--- config.mk ---
export PLATFORM = sky130hd
export DESIGN_NAME = core_mem_arbiter_flat
export DESIGN_NICKNAME = d
export VERILOG_FILES = /design/src/rtl/core_mem_arbiter_pkg.sv /design/src/rtl/core_mem_arbiter_if.sv /design/src/rtl/core_mem_arbiter_rr_pick.sv /design/src/rtl/core_mem_arbiter.sv /design/src/flat_wrapper.sv
export SDC_FILE = /design/constraint.sdc
export NUM_CORES = 1
export LEC_CHECK = 0
export ABC_AREA = 1
export CAP_MARGIN = 20
export CORE_ASPECT_RATIO = 1.4
export CORE_MARGIN = 1
export CORE_UTILIZATION = 40
export DETAILED_ROUTE_END_ITERATION = 10
export PLACE_DENSITY = 0.79
export SETUP_SLACK_MARGIN = 0.4
export SLEW_MARGIN = 20
export SYNTH_ARGS = -nofsm -noshare
export SYNTH_HDL_FRONTEND = slang
export SYNTH_SLANG_ARGS = --single-unit
--- constraint.sdc ---
create_clock -name clk -period 3.4 [get_ports clk]
set_clock_uncertainty 0.15 [all_clocks]
set_input_delay 0.51 -clock clk [delete_from_list [all_inputs] [get_ports clk]]
set_output_delay 0.51 -clock clk [all_outputs]
set_load 0.05 [all_outputs]
--- src/rtl/core_mem_arbiter_pkg.sv ---
// core_mem_arbiter_pkg: opcode and FSM state types plus memory geometry shared by the arbiter slice.
package core_mem_arbiter_pkg;
  localparam int MEM_ADDR_W = 12;
  localparam int MEM_DATA_W = 8;
  typedef enum logic [1:0] {OP_NOP = 2'd0, OP_LOAD = 2'd1, OP_STORE = 2'd2, OP_RSVD = 2'd3} opcode_t;
  typedef enum logic [1:0] {IDLE = 2'd0, ACCESS = 2'd1, RESP = 2'd2} arb_state_t;
  function automatic logic is_mem_op(input opcode_t op);
    return op == OP_LOAD || op == OP_STORE;
  endfunction
endpackage

--- src/rtl/core_mem_arbiter_if.sv ---
// core_mem_arbiter_if: core request bus and memory port between the core array, arbiter and memory.
interface core_mem_arbiter_if
  import core_mem_arbiter_pkg::*;
#(
  parameter int NUM_CORES = 4,
  parameter int ADDR_W = MEM_ADDR_W,
  parameter int DATA_W = MEM_DATA_W
);
  logic [NUM_CORES-1:0] req;
  opcode_t [NUM_CORES-1:0] core_op;
  logic [NUM_CORES-1:0][ADDR_W-1:0] core_addr;
  logic [NUM_CORES-1:0][DATA_W-1:0] core_wdata;
  logic [NUM_CORES-1:0] gnt;
  logic [NUM_CORES-1:0] done;
  logic err;
  logic [DATA_W-1:0] rdata;
  logic mem_en;
  logic mem_we;
  logic [ADDR_W-1:0] mem_addr;
  logic [DATA_W-1:0] mem_wdata;
  logic [DATA_W-1:0] mem_rdata;
  logic mem_ack;
  modport slave (
    input  req, core_op, core_addr, core_wdata, mem_rdata, mem_ack,
    output gnt, done, err, rdata, mem_en, mem_we, mem_addr, mem_wdata
  );
  modport master (
    output req, core_op, core_addr, core_wdata, mem_rdata, mem_ack,
    input  gnt, done, err, rdata, mem_en, mem_we, mem_addr, mem_wdata
  );
endinterface

--- src/rtl/core_mem_arbiter_rr_pick.sv ---
// core_mem_arbiter_rr_pick: combinational round-robin picker; first set request after i_ptr, wrapping.
module core_mem_arbiter_rr_pick #(
  parameter int N = 4
) (
  input  logic [N-1:0]         i_req,
  input  logic [$clog2(N)-1:0] i_ptr,
  output logic [N-1:0]         o_oh,
  output logic [$clog2(N)-1:0] o_idx
);
  localparam int IW = $clog2(N);
  logic [IW-1:0] w_k;
  // Scan farthest-to-nearest so the nearest request after the pointer is the last to win.
  always_comb begin
    o_idx = '0;
    w_k = '0;
    for (int i = N; i >= 1; i--) begin
      w_k = IW'((int'(i_ptr) + i) % N);
      if (i_req[w_k]) o_idx = w_k;
    end
    o_oh = |i_req ? N'(1) << o_idx : '0;
  end
endmodule

--- src/rtl/core_mem_arbiter.sv ---
// core_mem_arbiter: round-robin arbiter sharing one memory port among NUM_CORES cores.
// Define ARB_TIMEOUT_EN to abort an ACCESS with err after TIMEOUT_CYC cycles without mem_ack.
module core_mem_arbiter
  import core_mem_arbiter_pkg::*;
#(
  parameter int NUM_CORES = 4,
  parameter int ADDR_W = MEM_ADDR_W,
  parameter int DATA_W = MEM_DATA_W
`ifdef ARB_TIMEOUT_EN
  , parameter int TIMEOUT_CYC = 16
`endif
) (
  input logic clk,
  input logic rst_n,
  core_mem_arbiter_if.slave bus
);
  localparam int IW = $clog2(NUM_CORES);
  arb_state_t r_state, w_state;
  logic [IW-1:0] r_ptr, w_ptr, r_idx, w_idx, w_pick_idx;
  logic [NUM_CORES-1:0] r_gnt, w_gnt, r_done, w_done, w_pick_oh, w_req;
  logic r_bad, w_bad, r_err, w_err, r_mem_en, w_mem_en, r_mem_we, w_mem_we;
  logic [ADDR_W-1:0] r_mem_addr, w_mem_addr;
  logic [DATA_W-1:0] r_mem_wdata, w_mem_wdata, r_rdata, w_rdata;
  opcode_t w_op;
`ifdef ARB_TIMEOUT_EN
  localparam int CW = $clog2(TIMEOUT_CYC + 1);
  logic [CW-1:0] r_cnt, w_cnt;
`endif
  // The core just signalled done still holds req this cycle; it is not a new request yet.
  assign w_req = bus.req & ~r_done;
  core_mem_arbiter_rr_pick #(.N(NUM_CORES)) u_pick (
    .i_req(w_req),
    .i_ptr(r_ptr),
    .o_oh (w_pick_oh),
    .o_idx(w_pick_idx)
  );
  assign w_op = bus.core_op[w_pick_idx];
  always_comb begin
    w_state = r_state;
    w_ptr = r_ptr;
    w_idx = r_idx;
    w_gnt = r_gnt;
    w_done = '0;
    w_bad = r_bad;
    w_err = 1'b0;
    w_mem_en = r_mem_en;
    w_mem_we = r_mem_we;
    w_mem_addr = r_mem_addr;
    w_mem_wdata = r_mem_wdata;
    w_rdata = r_rdata;
`ifdef ARB_TIMEOUT_EN
    w_cnt = r_cnt;
`endif
    case (r_state)
      IDLE: if (|w_req) begin
        w_idx = w_pick_idx;
        w_gnt = w_pick_oh;
        w_mem_addr = bus.core_addr[w_pick_idx];
        w_mem_wdata = bus.core_wdata[w_pick_idx];
        w_mem_en = is_mem_op(w_op);
        w_mem_we = w_op == OP_STORE;
        w_bad = !is_mem_op(w_op);
        w_state = is_mem_op(w_op) ? ACCESS : RESP;
`ifdef ARB_TIMEOUT_EN
        w_cnt = '0;
`endif
      end
      ACCESS: begin
        if (bus.mem_ack) begin
          w_rdata = r_mem_we ? r_rdata : bus.mem_rdata;
          w_gnt = '0;
          w_mem_en = 1'b0;
          w_state = RESP;
        end
`ifdef ARB_TIMEOUT_EN
        else if (r_cnt == CW'(TIMEOUT_CYC - 1)) begin
          w_gnt = '0;
          w_mem_en = 1'b0;
          w_bad = 1'b1;
          w_state = RESP;
        end else w_cnt = r_cnt + 1'b1;
`endif
      end
      RESP: begin
        w_done = NUM_CORES'(1) << r_idx;
        w_err = r_bad;
        w_gnt = '0;
        w_ptr = r_idx;
        w_state = IDLE;
      end
      default: w_state = IDLE;
    endcase
  end
  always_ff @(posedge clk or negedge rst_n) begin
    if (!rst_n) begin
      r_state <= IDLE;
      r_ptr <= IW'(NUM_CORES - 1);
      r_idx <= '0;
      r_gnt <= '0;
      r_done <= '0;
      r_bad <= 1'b0;
      r_err <= 1'b0;
      r_mem_en <= 1'b0;
      r_mem_we <= 1'b0;
      r_mem_addr <= '0;
      r_mem_wdata <= '0;
      r_rdata <= '0;
`ifdef ARB_TIMEOUT_EN
      r_cnt <= '0;
`endif
    end else begin
      r_state <= w_state;
      r_ptr <= w_ptr;
      r_idx <= w_idx;
      r_gnt <= w_gnt;
      r_done <= w_done;
      r_bad <= w_bad;
      r_err <= w_err;
      r_mem_en <= w_mem_en;
      r_mem_we <= w_mem_we;
      r_mem_addr <= w_mem_addr;
      r_mem_wdata <= w_mem_wdata;
      r_rdata <= w_rdata;
`ifdef ARB_TIMEOUT_EN
      r_cnt <= w_cnt;
`endif
    end
  end
  assign bus.gnt = r_gnt;
  assign bus.done = r_done;
  assign bus.err = r_err;
  assign bus.rdata = r_rdata;
  assign bus.mem_en = r_mem_en;
  assign bus.mem_we = r_mem_we;
  assign bus.mem_addr = r_mem_addr;
  assign bus.mem_wdata = r_mem_wdata;
endmodule

--- src/flat_wrapper.sv ---
// flat-port wrapper written by rule: the top's interface ports become plain ports
module core_mem_arbiter_flat import core_mem_arbiter_pkg::*;
#(
  parameter int NUM_CORES = 4,
  parameter int ADDR_W = MEM_ADDR_W,
  parameter int DATA_W = MEM_DATA_W

)
  (clk, rst_n, bus_req, bus_core_op, bus_core_addr, bus_core_wdata, bus_mem_rdata, bus_mem_ack, bus_gnt, bus_done, bus_err, bus_rdata, bus_mem_en, bus_mem_we, bus_mem_addr, bus_mem_wdata);
  core_mem_arbiter_if #(.NUM_CORES(NUM_CORES), .ADDR_W(ADDR_W), .DATA_W(DATA_W)) bus_i ();
  input logic clk;
  input logic rst_n;
  input wire logic [$bits(bus_i.req)-1:0] bus_req;
  input wire logic [$bits(bus_i.core_op)-1:0] bus_core_op;
  input wire logic [$bits(bus_i.core_addr)-1:0] bus_core_addr;
  input wire logic [$bits(bus_i.core_wdata)-1:0] bus_core_wdata;
  input wire logic [$bits(bus_i.mem_rdata)-1:0] bus_mem_rdata;
  input wire logic [$bits(bus_i.mem_ack)-1:0] bus_mem_ack;
  output wire logic [$bits(bus_i.gnt)-1:0] bus_gnt;
  output wire logic [$bits(bus_i.done)-1:0] bus_done;
  output wire logic [$bits(bus_i.err)-1:0] bus_err;
  output wire logic [$bits(bus_i.rdata)-1:0] bus_rdata;
  output wire logic [$bits(bus_i.mem_en)-1:0] bus_mem_en;
  output wire logic [$bits(bus_i.mem_we)-1:0] bus_mem_we;
  output wire logic [$bits(bus_i.mem_addr)-1:0] bus_mem_addr;
  output wire logic [$bits(bus_i.mem_wdata)-1:0] bus_mem_wdata;
  assign bus_i.req = bus_req;
  assign bus_i.core_op = bus_core_op;
  assign bus_i.core_addr = bus_core_addr;
  assign bus_i.core_wdata = bus_core_wdata;
  assign bus_i.mem_rdata = bus_mem_rdata;
  assign bus_i.mem_ack = bus_mem_ack;
  assign bus_gnt = bus_i.gnt;
  assign bus_done = bus_i.done;
  assign bus_err = bus_i.err;
  assign bus_rdata = bus_i.rdata;
  assign bus_mem_en = bus_i.mem_en;
  assign bus_mem_we = bus_i.mem_we;
  assign bus_mem_addr = bus_i.mem_addr;
  assign bus_mem_wdata = bus_i.mem_wdata;
  core_mem_arbiter #(.NUM_CORES(NUM_CORES), .ADDR_W(ADDR_W), .DATA_W(DATA_W)) u_core (.clk(clk), .rst_n(rst_n), .bus(bus_i));
endmodule
## Yosys cells after proc, flatten, opt, wreduce, memory -nomap -nowiden

Cells that the tools add are included.

- Add/subtract/negate cells: 4
- Multipliers: 0
- Divide/modulo/power cells: 0
- Magnitude comparators: 5
- Eq/ne operators: 6
- Shift-type cells: 2
- Multiplexer cells: 30
- Bitwise logic cells: 3
- Reductions and logical operators: 11

Operators with widths:

| cell | number |
|---|---|
| $bmux 12 s2 | 1 |
| $bmux 8 s2 | 1 |
| $mux 2 | 8 |
| $lt 2x3->1 const B | 5 |
| $mux 12 | 1 |
| $mux 4 | 3 |
| $pmux 4 s3 | 1 |
| $reduce_and 3->1 | 3 |
| $bmux 1 s2 | 4 |
| $mux 8 | 1 |
| $shl 1x2->4 const A | 2 |
| $mux 1 | 7 |
| $add 2x1->2 const B | 2 |
| $add 2x2->2 const B | 2 |
| $and 4x4->4 | 1 |
| $bmux 2 s2 | 1 |
| $eq 2x1->1 const B | 2 |
| $eq 2x2->1 const B | 2 |
| $not 4->4 | 1 |
| $pmux 2 s2 | 1 |
| $reduce_and 2->1 | 2 |
| $reduce_or 4->1 | 1 |
| $reduce_bool 3->1 | 1 |
| $logic_not 2->1 | 1 |
| 7 further kinds | 7 |

- Register bits after elaboration: 46
- Latch bits: 0
- Memory bits (writable): 0
- ROM bits: 0
- Bits of input ports: 103
- Output and inout bits: 39
- Memories kept: 0

## Depth between registers and ports, before layout

Gate-level depths: netlist (run 1).

- Depth in word-level cells: 15
- Mapped depth: 19
- Depth with buffers taken out: 18

## Modules after synthesis

Synthesis (run 1) repeated with hierarchy kept, for this count alone.

- Cells, all modules: 431
- Area, all modules: 2942.8 µm²

By module, submodules not included:

| module | times used | cells each | area an instance (µm²) | sequential area each (µm²) |
|---|---|---|---|---|
| core_mem_arbiter | 1 | 371 | 2673.8 | 1153.6 |
| core_mem_arbiter_rr_pick | 1 | 60 | 269.0 | 0.0 |

## Least setup slack after synthesis (run 1)

OpenSTA, ideal clock, no wires.

- Kind: reg2reg
- From: register u_core.r_done[2], in the netlist u_core.bus.done[2]
- To: register u_core.r_state[1]
- Library setup time: 0.126 ns
- Data arrival time: 2.309 ns
- Data required time: 3.124 ns
- Setup slack: 0.815 ns
- Stages on the path, launching flop included: 17
- Buffers on the path: 1
- Path through: dfrtp_1 -> inv_1 -> nand3_1 -> nand2_1 -> a21oi_2 -> nand3_1 -> nand2_1 -> nand2_2 -> inv_2 -> buf_2 -> nand3_1 -> nand2_1 -> nor2_1 -> ha_1 -> inv_1 -> a21oi_1 -> o21bai_1

- Cells in the longest elaborated chain, start to end: 15
- Elaborated cells on any way between the ends: 25
- Those cells by class: eq/ne (3); mux (17); bitwise (2); reduce/logical (3)

RTL lines:

| item | RTL line | RTL |
|---|---|---|
| start: declaration | core_mem_arbiter.sv:20 | `logic [NUM_CORES-1:0] r_gnt, w_gnt, r_done, w_done, w_pick_oh, w_req;` |
| start signal: assignment | core_mem_arbiter.sv:116 | `r_done <= w_done;` |
| $not 4->4 (*) | core_mem_arbiter.sv:30 | `assign w_req = bus.req & ~r_done;` |
| $and 4x4->4 (*) | core_mem_arbiter.sv:30 |  |
| $bmux 1 s2 | core_mem_arbiter_rr_pick.sv:18 | `if (i_req[w_k]) o_idx = w_k;` |
| $mux 1 (implied by the code) | core_mem_arbiter_rr_pick.sv:18 |  |
| $mux 2 (4 in series) | core_mem_arbiter_rr_pick.sv:18 |  |
| $bmux 2 s2 | core_mem_arbiter.sv:37 | `assign w_op = bus.core_op[w_pick_idx];` |
| $mux 2 (implied by the code) | core_mem_arbiter.sv:37 |  |
| $eq 2x1->1 / $eq 2x2->1 (equally long branches) | core_mem_arbiter_pkg.sv:8 | `return op == OP_LOAD \|\| op == OP_STORE;` |
| $logic_or 1x1->1 | core_mem_arbiter_pkg.sv:8 |  |
| $mux 2 | core_mem_arbiter.sv:63 | `w_state = is_mem_op(w_op) ? ACCESS : RESP;` |
| $mux 2 | core_mem_arbiter.sv:55 | `IDLE: if (\|w_req) begin` |
| $pmux 2 s2 | core_mem_arbiter.sv:54 | `case (r_state)` |
| end signal: assignment | core_mem_arbiter.sv:112 | `r_state <= w_state;` |
| end: declaration | core_mem_arbiter.sv:18 | `arb_state_t r_state, w_state;` |

Every way passes the cells marked *; elsewhere a longest branch is shown, timed or not. The select of a mux whose other input is x is not followed.
A chain may end at the register's enable or synchronous reset.

## Final worst setup path (run 1)

- From: register u_core.r_ptr[0]
- To: register u_core.r_state[1]

- Cells in the longest elaborated chain, start to end: 14
- Elaborated cells on any way between the ends: 24
- Those cells by class: add/sub (4); eq/ne (2); mux (17); reduce/logical (1)

RTL lines:

| item | RTL line | RTL |
|---|---|---|
| start: declaration | core_mem_arbiter.sv:19 | `logic [IW-1:0] r_ptr, w_ptr, r_idx, w_idx, w_pick_idx;` |
| start signal: assignment | core_mem_arbiter.sv:97 | `r_ptr <= IW'(NUM_CORES - 1);` |
| start signal: assignment | core_mem_arbiter.sv:113 | `r_ptr <= w_ptr;` |
| $add 2x1->2 | core_mem_arbiter_rr_pick.sv:17 | `w_k = IW'((int'(i_ptr) + i) % N);` |
| $bmux 1 s2 | core_mem_arbiter_rr_pick.sv:18 |  |
| $mux 1 (implied by the code) | core_mem_arbiter_rr_pick.sv:18 |  |
| $mux 2 (3 in series) | core_mem_arbiter_rr_pick.sv:18 |  |
| $mux 2 (*) | core_mem_arbiter_rr_pick.sv:18 |  |
| $bmux 2 s2 (*) | core_mem_arbiter.sv:37 |  |
| $mux 2 (implied by the code) (*) | core_mem_arbiter.sv:37 |  |
| $eq 2x1->1 / $eq 2x2->1 (equally long branches) | core_mem_arbiter_pkg.sv:8 |  |
| $logic_or 1x1->1 (*) | core_mem_arbiter_pkg.sv:8 |  |
| $mux 2 (*) | core_mem_arbiter.sv:63 |  |
| $mux 2 (*) | core_mem_arbiter.sv:55 |  |
| $pmux 2 s2 (*) | core_mem_arbiter.sv:54 |  |

Marked as above.

==> results.cfg, run 1 <==
[grt]
antenna_found_initial = 0
grt_start_max_net_pins = 47
grt_pass1_vias = 3283
grt_usage_pct = 25.1
grt_first_pass_wirelength_um = 15200
globalRouteOverflowTotal = 0

[placement]
gp_congestion = 0.946
placed_area_um2 = 4460
port_buffers = 141
dp_hpwl_um = 7320
dp_cells = 672

[timing]
slew_viol_final = 0
min_period_ps = 2740
worst_pin_slew_ps = 746
hold_violations = 0
fin_crit_sh_pct = 80.5
final.setup.tns_ps = 0
fmax_mhz = 366
grt_setup_unrepaired = false
setup_viol = 0
max-slew-margin-rel_pct = 50.0

[pwr]
finalPower_mw = 5.33
ir_drop_mv = 0.553
p_leak_nw = 2.30
p_per_area_nw_per_um2 = 1160

[min_path]
hp-class = primary input to asynchronous set/reset pin

[logic_synthesis]
syn_avg_cell_area_um2 = 6.66
syn-cell-area_um2 = 3010
synth-seq-area-share_pct = 38.4
ys_warn_count = 0
synth_fp_nets = 558
synthArstFlopShare_pct = 100
syn-instance-count = 451
synth.distinct_cells = 27
ys_ff_latch = 46
synth_edf_count = 0
ys.flop_type = dfrtp_1

[run_status]
status = complete, but fails checks
violations = DRC

[finish]
area_delta_synth_final_pct = 53.0
layout_common_cells = nand2_1, clkdlybuf4s50_1, nand3_1, dfrtp_1, inv_1
stdcell_count = 683
finish.instance_area_um2 = 4600
drive_gt1_share_pct = 7.85
antenna_cells = 0
final_nets = 692
layout_commonest_cell = nand2_1
utilization_pct = 62.9

[die]
dieArea_um2 = 7870
coreArea_um2 = 7310
ios = 142
die_y_um = 105
core.rowCount = 37
start_util_pct = 41.1
die_w_um = 75.3

[flow_run]
maxCapViolations = 0

[detailed_routing]
drtIter0Drc = 225
wl_per_cell_um = 14.1
routed_wl_um = 9660
vias_per_cell = 5.03
remaining_drc_errors = 2
ant_nets = 0
firstDrtPassIters = 9
vias = 3438

[clock_tree]
clockBufferDepth = 2
tritoncts = yes
cts_sinks = 46
path_clk_slew_ps = 90
htree_num_levels = 2
worstSkewPairLatency_ps = 300
hold_buffers = 0
numCtsBuffers = 5
root_buffer = clkbuf_8

[critical_path]
path_buf_inv = 3
crit_path_frequent_cell = nand2_1
worst-r2r-setup-slack_ps = 660
critPathCaptureType = register
crit_required_ps = 3440
critPathArrivalTime_ps = 2770
crit_chain = inv_1, nand3_1, nand2_1, a21oi_2, nand3_1, nand2_1, nand2_2, inv_4, nand2_1, o21ai_1, nor2_1, ha_1, inv_1, a21oi_1, o21bai_1
path_max_fanout = 24
cp-start-kind = register
slowest_stage = dfstp_2
path_class = register to register
crit_family = simple AND/OR/NAND/NOR gates
crit_path_max_incr_delay_ps = 590
## cell usage after synthesis, types with 2 or more instances
library cell  instances  area share [%]
a21oi_1               5            0.83
buf_2                15             2.5
buf_4                 5             1.2
clkbuf_1              4            0.50
dfrtp_1              44              37
dfstp_2               2             1.7
ha_1                  4             1.7
inv_1                22             2.7
inv_2                 5            0.62
mux2_2                8             3.0
nand2_1             203              25
nand2_2               4            0.83
nand3_1              90              15
nand3_2               2            0.67
nor2_1               15             1.9
nor2_2                2            0.42
o21ai_0               9             1.5
o22ai_1               3            0.62
## worst paths after layout
kind / endpoint / start / cells after the start
worst max-delay path: u_core.r_state[1] / u_core.r_ptr[0] / 15
worst min-delay path: u_core.bus.mem_wdata[2] / rst_n / 1
worst max register to register: u_core.r_state[1] / u_core.r_ptr[0] / 15
worst min register to register: u_core.bus.done[2] / u_core.r_idx[0] / 1
max in group asynchronous: u_core.bus.mem_addr[10] / rst_n / 1
min in group clk: u_core.bus.done[2] / u_core.r_idx[0] / 1
## sequential cells by signal (all words and copies together) (netlist names)
signal                count
u_core.bus.done           4
u_core.bus.err            1
u_core.bus.gnt            4
u_core.bus.mem_addr      12
u_core.bus.mem_en         1
u_core.bus.mem_wdata      8
u_core.bus.mem_we         1
u_core.bus.rdata          8
u_core.r_bad              1
u_core.r_idx              2
u_core.r_ptr              2
u_core.r_state            2
## per-layer routing
metal  GRT usage (%)  part of all wire (%)  up-vias
li1                -                     -     1705
met3            3.57                   5.6       22
met4            10.2                   2.9        0
met1            29.4                    40     1598
met2            44.3                    52      113
met5               0                     0        -
## per-stage QoR
stage	hold WS [ps]	worst slack, ps
2_1_floorplan	64.4	815
3_3_place_gp	295	348
3_5_place_dp	296	251
4_1_cts	276	456
5_1_grt	106	414
6_report	57.1	664
## area by class of cell
cell class                      count  area (um2)
Clock buffer                        6        72.6
Fill cell                         712        2720
Inverter                           28         108
Timing Repair Buffer              152        1490
Tap cell                           97         121
Clock inverter                      2        37.5
Multi-Input combinational cell    352        1620
Sequential cell                    46        1150
## where the power goes
part           internal [mW]  total, mW  switching (mW)  leakage (nW)
logic                   1.34       3.96            2.62          1.67
registers              0.818      0.963           0.145         0.575
clock network          0.219      0.406           0.186        0.0514
## what timing repair did
| action | 4_1_cts | 5_1_grt |
|---|---|---|
| buffers inserted | 0 | 3 |
| gates resized for setup | 0 | 4 |
| setup endpoints to repair | 0 | 4 |
## cells by family (layout without fill, tap and decap cells)
family	count (synthesis)	in the layout	synth area share, %
AOI/OAI and AO/OA	22	22	4.20
adders and majority gates	4	4	1.67
and+or+nand+nor	318	318	44.6
muxes	8	8	3.00
buffers and inverters	53	188	8.12
DFF	46	46	38.4
(Power assumes the default switching activity.)
==> run 2, diff against run 1 <==
==> constraint.sdc (replaced) <==
create_clock -name clk -period 2.8 [get_ports clk]
set_clock_uncertainty 0.15 [all_clocks]
set_input_delay 0.42 -clock clk [delete_from_list [all_inputs] [get_ports clk]]
set_output_delay 0.42 -clock clk [all_outputs]
set_load 0.05 [all_outputs]
==> run 2 against run 1 <==
Net effect: the flow now finishes without violations; utilization rose by 7.7 points; combinational power up 58%; global-route usage is 1.1 points higher; register-to-register slack lost 640 ps; sequential power up 23%; non-clock buffer count up 20; critical path depth rose by 3; cell area up 12%; worst hold slack improved by 250 ps; power up 47%; fmax decreased by 1.3%; wire length grew 21%; critical endpoint unchanged; largest power group unchanged.
==> results.cfg, run 2 (synthesis results as in run 1) <==
[grt]
grt_first_pass_wirelength_um = 15800
grt_pass1_vias = 3430
use_met3_pct = 3.95
antenna_found_initial = 0
met2_usage_pct = 45.5
grt_start_max_net_pins = 41
grt_usage_pct = 26.1
top_usage_layer = met2
globalRouteOverflowTotal = 0
grt_use_met1_pct = 31.0

[timing]
setup_viol = 0
final.setup.tns_ps = 0
worst_pin_slew_ps = 600
fin_crit_sh_pct = 99.0
hold_violations = 0
hold_slack_ps = 311
slew_viol_final = 0
min_period_ps = 2770
fmax_mhz = 361
grt_setup_unrepaired = true
max-slew-margin-rel_pct = 60.0

[placement]
placed_area_um2 = 4510
gp_congestion = 0.951
dp_hpwl_um = 7520
port_buffers = 141

[critical_path]
crit_path_max_incr_delay_ps = 660
crit_required_ps = 2830
crit_path_frequent_cell = nand2_4
crit_chain = buf_6, nor2_4, nor2_4, nand2_2, nand2_4, nand2_4, nand2_4, nand2_4, nand2_4, inv_6, nor2_4, nand2_1, o21ai_1, nor2_1, ha_1, inv_2, a21oi_2, o21bai_1
rr_worst_depth = 18
r2r_start = u_core.r_ptr[0]
critPathCaptureType = register
path_class = register to register
critPathArrivalTime_ps = 2800
worst-r2r-setup-slack_ps = 30
path_max_fanout = 6
r2r_end = u_core.r_state[1]
cp-start-kind = register
critPathLaunch = u_core.r_ptr[0]
slowest_stage = dfstp_2

[detailed_routing]
routed_wl_um = 11700
firstDrtPassIters = 7
ant_nets = 0
wl_per_cell_um = 16.7
vias_per_cell = 5.29
drtIter0Drc = 239
remaining_drc_errors = 0
vias = 3721

[run_status]
status = finished, final reports clean

[finish]
layout_common_cells = nand2_1, clkdlybuf4s50_1, nand3_1, dfrtp_1, nand3_2
area_delta_synth_final_pct = 71.8
largest_reg_flops = 12
antenna_cells = 0
final_nets = 712
fill_cells = 625
finish.instance_area_um2 = 5160
drive_gt1_share_pct = 19.8
layout_commonest_cell = nand2_1

[clock_tree]
tritoncts = yes
cts_sinks = 46
worstSkewPairLatency_ps = 300
htree_num_levels = 2
root_buffer = clkbuf_8
numCtsBuffers = 5
path_clk_slew_ps = 90
clockBufferDepth = 2

[min_path]
hp-class = register to register
holdPathEnd = u_core.bus.done[2]
hp-start = u_core.r_idx[0]
min_path_cells = 1

[pwr]
ir_drop_mv = 0.765
p_per_area_nw_per_um2 = 1520
p_leak_nw = 2.52

[die]
start_util_pct = 41.1
core.rowCount = 37
coreArea_um2 = 7310
ios = 142
die_w_um = 75.3
dieArea_um2 = 7870
die_y_um = 105

[flow_run]
maxCapViolations = 0
## run 2: cell types whose count changed in the layout (fill, tap and decap cells not counted), moves of 5 or more
cell and delta:
nand2_2 +11, buf_6 +5, nand2_1 -21, nand3_1 -25, nand2_4 +10, nand3_2 +22
## run 2: timing repair
item | CTS | global route
hold endpoints to repair | 20 | 0
endpoints found under the setup margin | 25 | 25
hold buffers | 1 | 0
pin swaps | 10 | 45
setup buffers | 6 | 3
cloned | 0 | 7
gates resized for setup | 25 | 63
## run 2: how the worst max path moves through the flow
stage | to | slack [ps] | cells after the start
global placement | u_core.r_state[1] | 20 | 18
global route | u_core.r_state[1] | -70 | 18
detailed placement | u_core.r_state[1] | -150 | 18
floorplan | u_core.r_state[1] | 380 | 18
finish | u_core.r_state[1] | 30 | 18
CTS | u_core.r_state[1] | 140 | 18
## run 2: layout make-up
type	count	area (um2)	share of cell area (%)
clock buffers	6	72.6	1.41
clock inverters	2	13.8	0.267
inverters	28	113	2.18
multi-input cells	352	1900	36.8
flip-flops and latches	46	1160	22.4
well taps	97	121	2.35
repair buffers	172	1780	34.5
## run 2: per-layer routing
| metal | vias up | part of all wire (%) |
|---|---|---|
| li1 | 1755 | - |
| met1 | 1761 | 37 |
| met2 | 167 | 53 |
| met3 | 38 | 6.2 |
| met4 | 0 | 4.1 |
| met5 | - | 0 |
## run 2: per-stage QoR
step / power (mW) / util (%) / worst slack, ps / cells
after floorplan: 4.68 / - / 377 / 451
after global placement: 5.91 / 61.6 / 16.0 / 678
final: 7.84 / 70.6 / 28.3 / 703
after detailed placement: 6.03 / 61.6 / -154 / 678
after CTS: 6.71 / 64.7 / 141 / 693
after global routing: 8.35 / 70.6 / -69.5 / 703
## run 2: worst max-delay path: cells and delay by family, from the launching register on
kind	cells	cell delay (ps)
flops	1	660
simple gates	11	960
compound gates	3	300
buf+inv	3	280
fa+ha+maj	1	320
## run 2: power by group
part | internal, mW | total [mW] | switching (mW)
registers | 0.996 | 1.18 | 0.189
clock network | 0.176 | 0.403 | 0.226
logic | 2.38 | 6.26 | 3.88
total | 3.55 | 7.84 | 4.30
